`config.mk`:
```
export PLATFORM = sky130hd
export DESIGN_NAME = mmio_uart_tx
export DESIGN_NICKNAME = d
export VERILOG_FILES = /design/src/rtl/mmio_uart_pkg.sv /design/src/rtl/sync_fifo.sv /design/src/rtl/mmio_uart_tx.sv
export SDC_FILE = /design/constraint.sdc
export NUM_CORES = 1
export LEC_CHECK = 0
export CAP_MARGIN = 10
export CORE_MARGIN = 2
export CORE_UTILIZATION = 53
export CTS_BUF_LIST = sky130_fd_sc_hd__clkbuf_8
export CTS_CLUSTER_SIZE = 30
export DETAILED_ROUTE_END_ITERATION = 16
export PLACE_DENSITY_LB_ADDON = 0.3
export SYNTH_ARGS = -nofsm -noshare
export SYNTH_HDL_FRONTEND = slang
export SYNTH_SLANG_ARGS = --single-unit
```
`constraint.sdc`:
```
create_clock -name clk -period 3.9 [get_ports clk]
set_input_delay 0.585 -clock clk [delete_from_list [all_inputs] [get_ports clk]]
set_output_delay 0.585 -clock clk [all_outputs]
set_load 0.01 [all_outputs]
```
`src/rtl/mmio_uart_pkg.sv`:
```
// Shared definitions for the memory-mapped UART transmitter.
// Holds the FSM state encoding, the register offsets inside the 8-byte
// window, the STATUS bit layout and a small occupancy helper.
package mmio_uart_pkg;

  localparam int unsigned ADDR_W  = 32;
  localparam int unsigned DATA_W  = 32;
  localparam int unsigned BYTE_W  = 8;

  // The register window is 8 bytes: a[31:3] selects the window.
  localparam int unsigned WIN_LSB     = 3;
  // a[2] selects DATA or STATUS; a[1:0] are don't-care.
  localparam int unsigned REG_SEL_BIT = 2;
  localparam logic [2:0]  OFS_DATA    = 3'h0;
  localparam logic [2:0]  OFS_STATUS  = 3'h4;

  // STATUS word layout (bits [31:8] read as zero).
  localparam int unsigned STAT_FULL_BIT  = 0;
  localparam int unsigned STAT_EMPTY_BIT = 1;
  localparam int unsigned STAT_OVF_BIT   = 2;
  localparam int unsigned STAT_BUSY_BIT  = 3;
  localparam int unsigned STAT_OCC_LSB   = 4;
  localparam int unsigned STAT_OCC_W     = 4;

  // Writing a 1 to this STATUS bit clears the sticky overflow flag.
  localparam int unsigned CLR_OVF_BIT = 2;

  typedef enum logic [1:0] {
    ST_IDLE  = 2'd0,
    ST_START = 2'd1,
    ST_DATA  = 2'd2,
    ST_STOP  = 2'd3
  } uart_state_e;

  // Occupancy as reported in STATUS, saturating at 15.
  function automatic logic [STAT_OCC_W-1:0] sat_occ(input logic [31:0] count);
    if (count > 32'd15) begin
      return 4'hF;
    end
    return count[STAT_OCC_W-1:0];
  endfunction

endpackage

```
`src/rtl/sync_fifo.sv`:
```
// Single-clock show-ahead FIFO.
// Ports:
//   clk, rst   - clock, asynchronous active-high reset (empties the FIFO)
//   push/wdata - write request and data; accepted when not full or when a
//                pop happens on the same edge
//   pop        - read request; ignored while empty
//   rdata      - head entry (valid while !empty)
//   full/empty - occupancy flags
//   count      - occupancy, 0..DEPTH
module sync_fifo #(
  parameter int unsigned DEPTH = 8,
  parameter int unsigned WIDTH = 8
) (
  input  logic                         clk,
  input  logic                         rst,
  input  logic                         push,
  input  logic [WIDTH-1:0]             wdata,
  input  logic                         pop,
  output logic [WIDTH-1:0]             rdata,
  output logic                         full,
  output logic                         empty,
  output logic [$clog2(DEPTH):0]       count
);

  localparam int unsigned AW = $clog2(DEPTH);
  localparam int unsigned CW = AW + 1;

  logic [WIDTH-1:0] r_mem [DEPTH];
  logic [AW-1:0]    r_wr_ptr;
  logic [AW-1:0]    r_rd_ptr;
  logic [CW-1:0]    r_count;

  logic w_full;
  logic w_empty;
  logic w_do_pop;
  logic w_do_push;

  assign w_full    = (r_count == CW'(DEPTH));
  assign w_empty   = (r_count == '0);
  assign w_do_pop  = pop && !w_empty;
  // A full FIFO still takes a push when the head leaves on the same edge.
  assign w_do_push = push && (!w_full || w_do_pop);

  // Pointers wrap naturally because DEPTH is a power of two.
  always_ff @(posedge clk or posedge rst) begin
    if (rst) begin
      r_wr_ptr <= '0;
      r_rd_ptr <= '0;
      r_count  <= '0;
    end else begin
      if (w_do_push) begin
        r_wr_ptr <= r_wr_ptr + AW'(1);
      end
      if (w_do_pop) begin
        r_rd_ptr <= r_rd_ptr + AW'(1);
      end
      case ({w_do_push, w_do_pop})
        2'b10:   r_count <= r_count + CW'(1);
        2'b01:   r_count <= r_count - CW'(1);
        default: r_count <= r_count;
      endcase
    end
  end

  // Storage carries no reset; validity is tracked by the pointers.
  always_ff @(posedge clk) begin
    if (w_do_push) begin
      r_mem[r_wr_ptr] <= wdata;
    end
  end

  assign rdata = r_mem[r_rd_ptr];
  assign full  = w_full;
  assign empty = w_empty;
  assign count = r_count;

endmodule

```
`src/rtl/mmio_uart_tx.sv`:
```
// Memory-mapped 8N1 UART transmitter with a transmit FIFO.
// Sits beside data memory on the CPU store/load path; the CPU top muxes
// rd onto the load path whenever hit is high.
// Ports:
//   clk, rst - clock, asynchronous active-high reset
//   we, a, wd - CPU store strobe, byte address, store data
//   rd       - combinational read data (zero unless hit)
//   hit      - combinational window decode, a[31:3] == BASE_ADDR[31:3]
//   tx       - registered serial line, idle high
//   busy     - frame in progress or bytes queued
module mmio_uart_tx
  import mmio_uart_pkg::*;
#(
  parameter int unsigned       CLKS_PER_BIT = 434,
  parameter int unsigned       FIFO_DEPTH   = 8,
  parameter logic [ADDR_W-1:0] BASE_ADDR    = 32'h0000_1000
) (
  input  logic              clk,
  input  logic              rst,
  input  logic              we,
  input  logic [ADDR_W-1:0] a,
  input  logic [DATA_W-1:0] wd,
  output logic [DATA_W-1:0] rd,
  output logic              hit,
  output logic              tx,
  output logic              busy
);

  localparam int unsigned TMR_W = (CLKS_PER_BIT > 2) ? $clog2(CLKS_PER_BIT) : 1;
  localparam int unsigned CNT_W = $clog2(FIFO_DEPTH) + 1;
  localparam logic [TMR_W-1:0] TMR_LAST = TMR_W'(CLKS_PER_BIT - 1);

  // Address decode and CPU request qualification
  logic w_hit;
  logic w_sel_data;
  logic w_sel_status;
  logic w_push_req;
  logic w_clr_req;
  logic w_unused;

  assign w_hit        = (a[ADDR_W-1:WIN_LSB] == BASE_ADDR[ADDR_W-1:WIN_LSB]);
  assign w_sel_data   = (a[REG_SEL_BIT] == OFS_DATA[REG_SEL_BIT]);
  assign w_sel_status = (a[REG_SEL_BIT] == OFS_STATUS[REG_SEL_BIT]);
  assign w_push_req   = w_hit && we && w_sel_data;
  assign w_clr_req    = w_hit && we && w_sel_status && wd[CLR_OVF_BIT];
  assign w_unused     = &{1'b0, a[1:0], wd[DATA_W-1:BYTE_W]};

  // Transmit FIFO
  logic              w_pop;
  logic              w_full;
  logic              w_empty;
  logic [CNT_W-1:0]  w_count;
  logic [BYTE_W-1:0] w_head;

  sync_fifo #(
    .DEPTH (FIFO_DEPTH),
    .WIDTH (BYTE_W)
  ) u_fifo (
    .clk   (clk),
    .rst   (rst),
    .push  (w_push_req),
    .wdata (wd[BYTE_W-1:0]),
    .pop   (w_pop),
    .rdata (w_head),
    .full  (w_full),
    .empty (w_empty),
    .count (w_count)
  );

  // Sticky overflow: a new drop wins over a clear on the same edge.
  logic w_ovf_set;
  logic r_ovf;

  assign w_ovf_set = w_push_req && w_full && !w_pop;

  always_ff @(posedge clk or posedge rst) begin
    if (rst) begin
      r_ovf <= 1'b0;
    end else if (w_ovf_set) begin
      r_ovf <= 1'b1;
    end else if (w_clr_req) begin
      r_ovf <= 1'b0;
    end
  end

  // Serializer state
  uart_state_e       r_state;
  uart_state_e       w_state_nxt;
  logic [TMR_W-1:0]  r_timer;
  logic [TMR_W-1:0]  w_timer_nxt;
  logic [2:0]        r_bit_idx;
  logic [2:0]        w_bit_idx_nxt;
  logic [BYTE_W-1:0] r_shift;
  logic [BYTE_W-1:0] w_shift_nxt;
  logic              r_tx;
  logic              w_tx_nxt;
  logic              w_tmr_done;

  assign w_tmr_done = (r_timer == TMR_LAST);

  always_ff @(posedge clk or posedge rst) begin
    if (rst) begin
      r_state   <= ST_IDLE;
      r_timer   <= '0;
      r_bit_idx <= '0;
      r_shift   <= '0;
      r_tx      <= 1'b1;
    end else begin
      r_state   <= w_state_nxt;
      r_timer   <= w_timer_nxt;
      r_bit_idx <= w_bit_idx_nxt;
      r_shift   <= w_shift_nxt;
      r_tx      <= w_tx_nxt;
    end
  end

  // tx is computed for the next state so the line changes on the same
  // edge as the state, keeping every bit exactly CLKS_PER_BIT cycles.
  always_comb begin
    w_state_nxt   = r_state;
    w_timer_nxt   = r_timer;
    w_bit_idx_nxt = r_bit_idx;
    w_shift_nxt   = r_shift;
    w_tx_nxt      = r_tx;
    w_pop         = 1'b0;

    case (r_state)
      ST_IDLE: begin
        w_tx_nxt = 1'b1;
        if (!w_empty) begin
          w_pop         = 1'b1;
          w_shift_nxt   = w_head;
          w_timer_nxt   = '0;
          w_bit_idx_nxt = '0;
          w_state_nxt   = ST_START;
          w_tx_nxt      = 1'b0;
        end
      end

      ST_START: begin
        if (w_tmr_done) begin
          w_timer_nxt   = '0;
          w_bit_idx_nxt = '0;
          w_state_nxt   = ST_DATA;
          w_tx_nxt      = r_shift[0];
        end else begin
          w_timer_nxt = r_timer + TMR_W'(1);
        end
      end

      ST_DATA: begin
        if (w_tmr_done) begin
          w_timer_nxt = '0;
          if (r_bit_idx == 3'd7) begin
            w_state_nxt = ST_STOP;
            w_tx_nxt    = 1'b1;
          end else begin
            w_bit_idx_nxt = r_bit_idx + 3'd1;
            w_shift_nxt   = {1'b0, r_shift[BYTE_W-1:1]};
            w_tx_nxt      = r_shift[1];
          end
        end else begin
          w_timer_nxt = r_timer + TMR_W'(1);
        end
      end

      ST_STOP: begin
        w_tx_nxt = 1'b1;
        if (w_tmr_done) begin
          w_timer_nxt = '0;
          w_state_nxt = ST_IDLE;
        end else begin
          w_timer_nxt = r_timer + TMR_W'(1);
        end
      end

      default: begin
        w_state_nxt = ST_IDLE;
        w_timer_nxt = '0;
        w_tx_nxt    = 1'b1;
      end
    endcase
  end

  // STATUS word and read mux
  logic [31:0]       w_count32;
  logic [DATA_W-1:0] w_status;
  logic [DATA_W-1:0] w_rd;

  assign w_count32 = 32'(w_count);

  always_comb begin
    w_status                              = '0;
    w_status[STAT_FULL_BIT]               = w_full;
    w_status[STAT_EMPTY_BIT]              = w_empty;
    w_status[STAT_OVF_BIT]                = r_ovf;
    w_status[STAT_BUSY_BIT]               = (r_state != ST_IDLE);
    w_status[STAT_OCC_LSB +: STAT_OCC_W]  = sat_occ(w_count32);
  end

  always_comb begin
    w_rd = '0;
    if (w_hit && w_sel_status) begin
      w_rd = w_status;
    end
  end

  assign rd   = w_rd;
  assign hit  = w_hit;
  assign tx   = r_tx;
  assign busy = (r_state != ST_IDLE) || !w_empty;

endmodule

```
==> key figures <==
Outcome
  • Status: finished clean

Clock tree
  • CTS tree: done
  • Clk_lat worst skew: between 300 and 400 ps
  • Clock root cell: clkbuf_8
  • Cts hold-fix bufs: 0
  • CTS Buf Count: 9
  • CTS clk-pin slew, worst paths: approximately 80 ps
  • Sink Count: 98
  • Post_cts resized: 0
  • CTS H-Tree Depth: 3
  • Postcts setup bufs: 0
  • CTS Buffer Depth: 2

Placement
  • Hpwl dp: 6.359 mm
  • Gpl congestion: roughly 0.74
  • Buffers on Ports: 51
  • Placed Instance Area: around 0.0054 mm²

Synthesis
  • Primary FF master, synth: edfxtp_1
  • Library cells used by synthesis: 57
  • Ranking of synthesized cells by area: edfxtp_1 (40%), dfrtp_1 (17%), mux4_2 (7.5%)
  • Number of synthesized flops with an enable pin: between 60 and 70
  • Count leader, synth: edfxtp_1
  • Yosys top cell area share: 39.87%
  • Synth top cells by count: edfxtp_1 (64), dfrtp_1 (33), buf_4 (26), o21ai_0 (22), mux4_2 (16)
  • Yosys warnings: 0
  • Cell area after synthesis: 0.004821 mm²
  • Number of synthesized register bits: 98
  • Post-Synthesis Cells: between 300 and 400
  • Post-synth ARST share: 34.69%
  • Synth area leader: edfxtp_1
  • Mean Syn Cell Area: between 10 and 15 µm²
  • Sequential share of the synthesized area: 57.54%

Critical path
  • Startpoint types: primary input
  • CP Data Arrival Time: between 2000 and 3000 ps
  • Critical R2R Launch: r_state[0]
  • RR Endpoint: u_fifo.count[2]
  • CP max stage cell: clkdlybuf4s50_1
  • Setup crit end kind: output port
  • Max stage delay on crit path: approximately 540 ps
  • Cell Chain, Critical Path: clkdlybuf4s50_1, nor4_2, nand4_2, nor3_1, and3_1, clkdlybuf4s50_1
  • CP Class: primary input to output port
  • CP delay by family, top: simple AND/OR/NAND/NOR gates
  • Crit path top cell by count: clkdlybuf4s50_1
  • CP required: 3310 ps
  • Flop-to-flop setup slack: a little under 800 ps
  • Worst-path maximum fanout: 6
  • CP bufs+invs: 2
  • Cell count of the worst reg-to-reg path: 12

Timing
  • Minimum clock period: between 3000 and 4000 ps
  • Finish-stage setup viols: 0
  • Final period utilization: 87.96%
  • Fin Setup TNS: 0 ps
  • Final hold viol count: 0
  • Layout Skew: 11.88 ps
  • Slew margin rel.: roughly 30%
  • Worst Tran Pin Value: 1055 ps
  • Max Fclk: just under 0.3 GHz
  • RSZ-0062 raised after global routing: false
  • Slew Viols, Final: 0

Power
  • Pwr/cell area: ~340 mW/mm²
  • Leak: 2.170 nW
  • Max VDD drop: 0.3852 mV

Die
  • Die footprint: roughly 0.0099 mm²
  • Die X: slightly below 100 µm
  • Core area: a little under 0.009 mm²
  • IO Count: ~100
  • Die Height: 99.37 µm
  • Starting Density: between 50% and 60%
  • Row cnt: 34

Route
  • Routed WL per cell: ~17 µm
  • Residual DRC: 0
  • Post-DRT Antenna Nets: 0
  • Final wirelength: 8.987 mm
  • Met3 WL post-DR: about 230 µm
  • DR WL met2: roughly 4.7 mm
  • Iteration-0 DRC Markers: between 80 and 90
  • DR top layer: met4
  • Vias: about 2.9k
  • Vias/cell: 5.637
  • Initial DRT Pass Iterations: 4
  • M1 wire length: around 3.9 mm

Layout
  • Filler Cell Count: 673
  • Layout Nets: between 400 and 500
  • Ant. Diodes: 0
  • Finished Cell Area: roughly 0.0056 mm²
  • Syn-to-layout area delta: 15.34%
  • Share of cells above drive strength 1: 16.75%

Min path
  • Hold worst-path end: r_shift[7]
  • Worst hold start: r_shift[7]
  • Hold Path Stages: 1
  • Worst hold path class: register to register

Global routing
  • GRT Overall Usage: 19.21%
  • Largest net degree at the start of global routing: 35
  • Global-route wire length before repair: roughly 15 mm
  • Initial antenna violation count: 0
  • Vias in the first global route: about 2.8k
  • Grt ovf: 0

Job
  • Max-Cap Viols: 0
-- power by group --
| group | switching [mW] | internal, mW | leakage (nW) | total [mW] |
|---|---|---|---|---|
| clock | 0.356 | 0.237 | 0.0883 | 0.593 |
| sequential | 0.0189 | 1.14 | 1.04 | 1.16 |
| combinational | 0.0584 | 0.0591 | 1.04 | 0.118 |
-- worst max path at each step --
stage / from / to / cells after the start
finish: a[7] / rd[0] / 6
global placement: a[18] / u_fifo.count[2] / 11
floorplan: a[19] / u_fifo.r_mem[1][0] / 5
CTS: a[7] / rd[0] / 6
detailed placement: a[7] / u_fifo.count[2] / 11
global route: a[7] / rd[0] / 6
-- placed cells by master (no fill, tap or decap), types with 8 or more instances in the layout --
master,synthesis,layout
edfxtp_1,64,64
clkdlybuf4s50_1,0,51
dfrtp_1,33,33
conb_1,1,24
o21ai_0,22,22
mux4_2,16,16
nand2_1,15,15
ha_1,14,14
inv_1,13,13
nor3_1,11,11
buf_4,26,11
mux2i_1,10,10
mux2_2,10,10
a21oi_1,9,9
clkbuf_8,0,9
nand3_1,8,8
-- state kept, by name, summed over array words and instances (netlist names) --
name,cells
u_fifo.r_mem,64
r_timer,9
r_shift,8
u_fifo.count,4
r_bit_idx,3
u_fifo.r_rd_ptr,3
u_fifo.r_wr_ptr,3
r_state,2
r_ovf,1
tx,1
-- layer usage --
metal,vias up,global-route usage (%)
met3,8,3.584
met4,0,4.531
met1,1477,25.25
met5,-,0
li1,1394,-
met2,52,33.42
-- layout make-up --
type	count	area, µm²	area share [%]
Sequential cell	98	2774	49.89
Clock inverter	6	47.55	0.8551
Tap cell	108	135.1	2.430
Multi-Input combinational cell	222	1831	32.92
Inverter	15	56.30	1.013
Clock buffer	9	123.9	2.228
Timing Repair Buffer	62	593.1	10.67
-- cells by family (layout without fill, tap and decap cells) --
family	Yosys count	count (layout)	share of synthesized area, %
fa+ha+maj	14	14	3.634
flops	98	98	57.54
other cells	1	24	0.07779
buf+inv	51	92	6.281
compound gates	53	53	6.800
xor+xnor	10	10	1.817
mux	37	37	12.35
simple gates	84	84	11.50
-- per-stage QoR --
stage | hold WS [ps] | worst slack [ps] | power [mW] | util [%] | cells
after floorplan | 448.9 | 898.7 | 1.246 | - | 371
after global placement | 462.6 | 429.8 | 1.290 | 61.49 | 505
after detailed placement | 493.3 | 347.9 | 1.298 | 61.49 | 505
after CTS | 507.4 | 458.2 | 1.888 | 63.45 | 520
after global routing | 532.0 | 237.5 | 1.943 | 63.45 | 520
final | 508.7 | 469.6 | 1.869 | 63.45 | 520
Power figures use the tool's default switching activity.
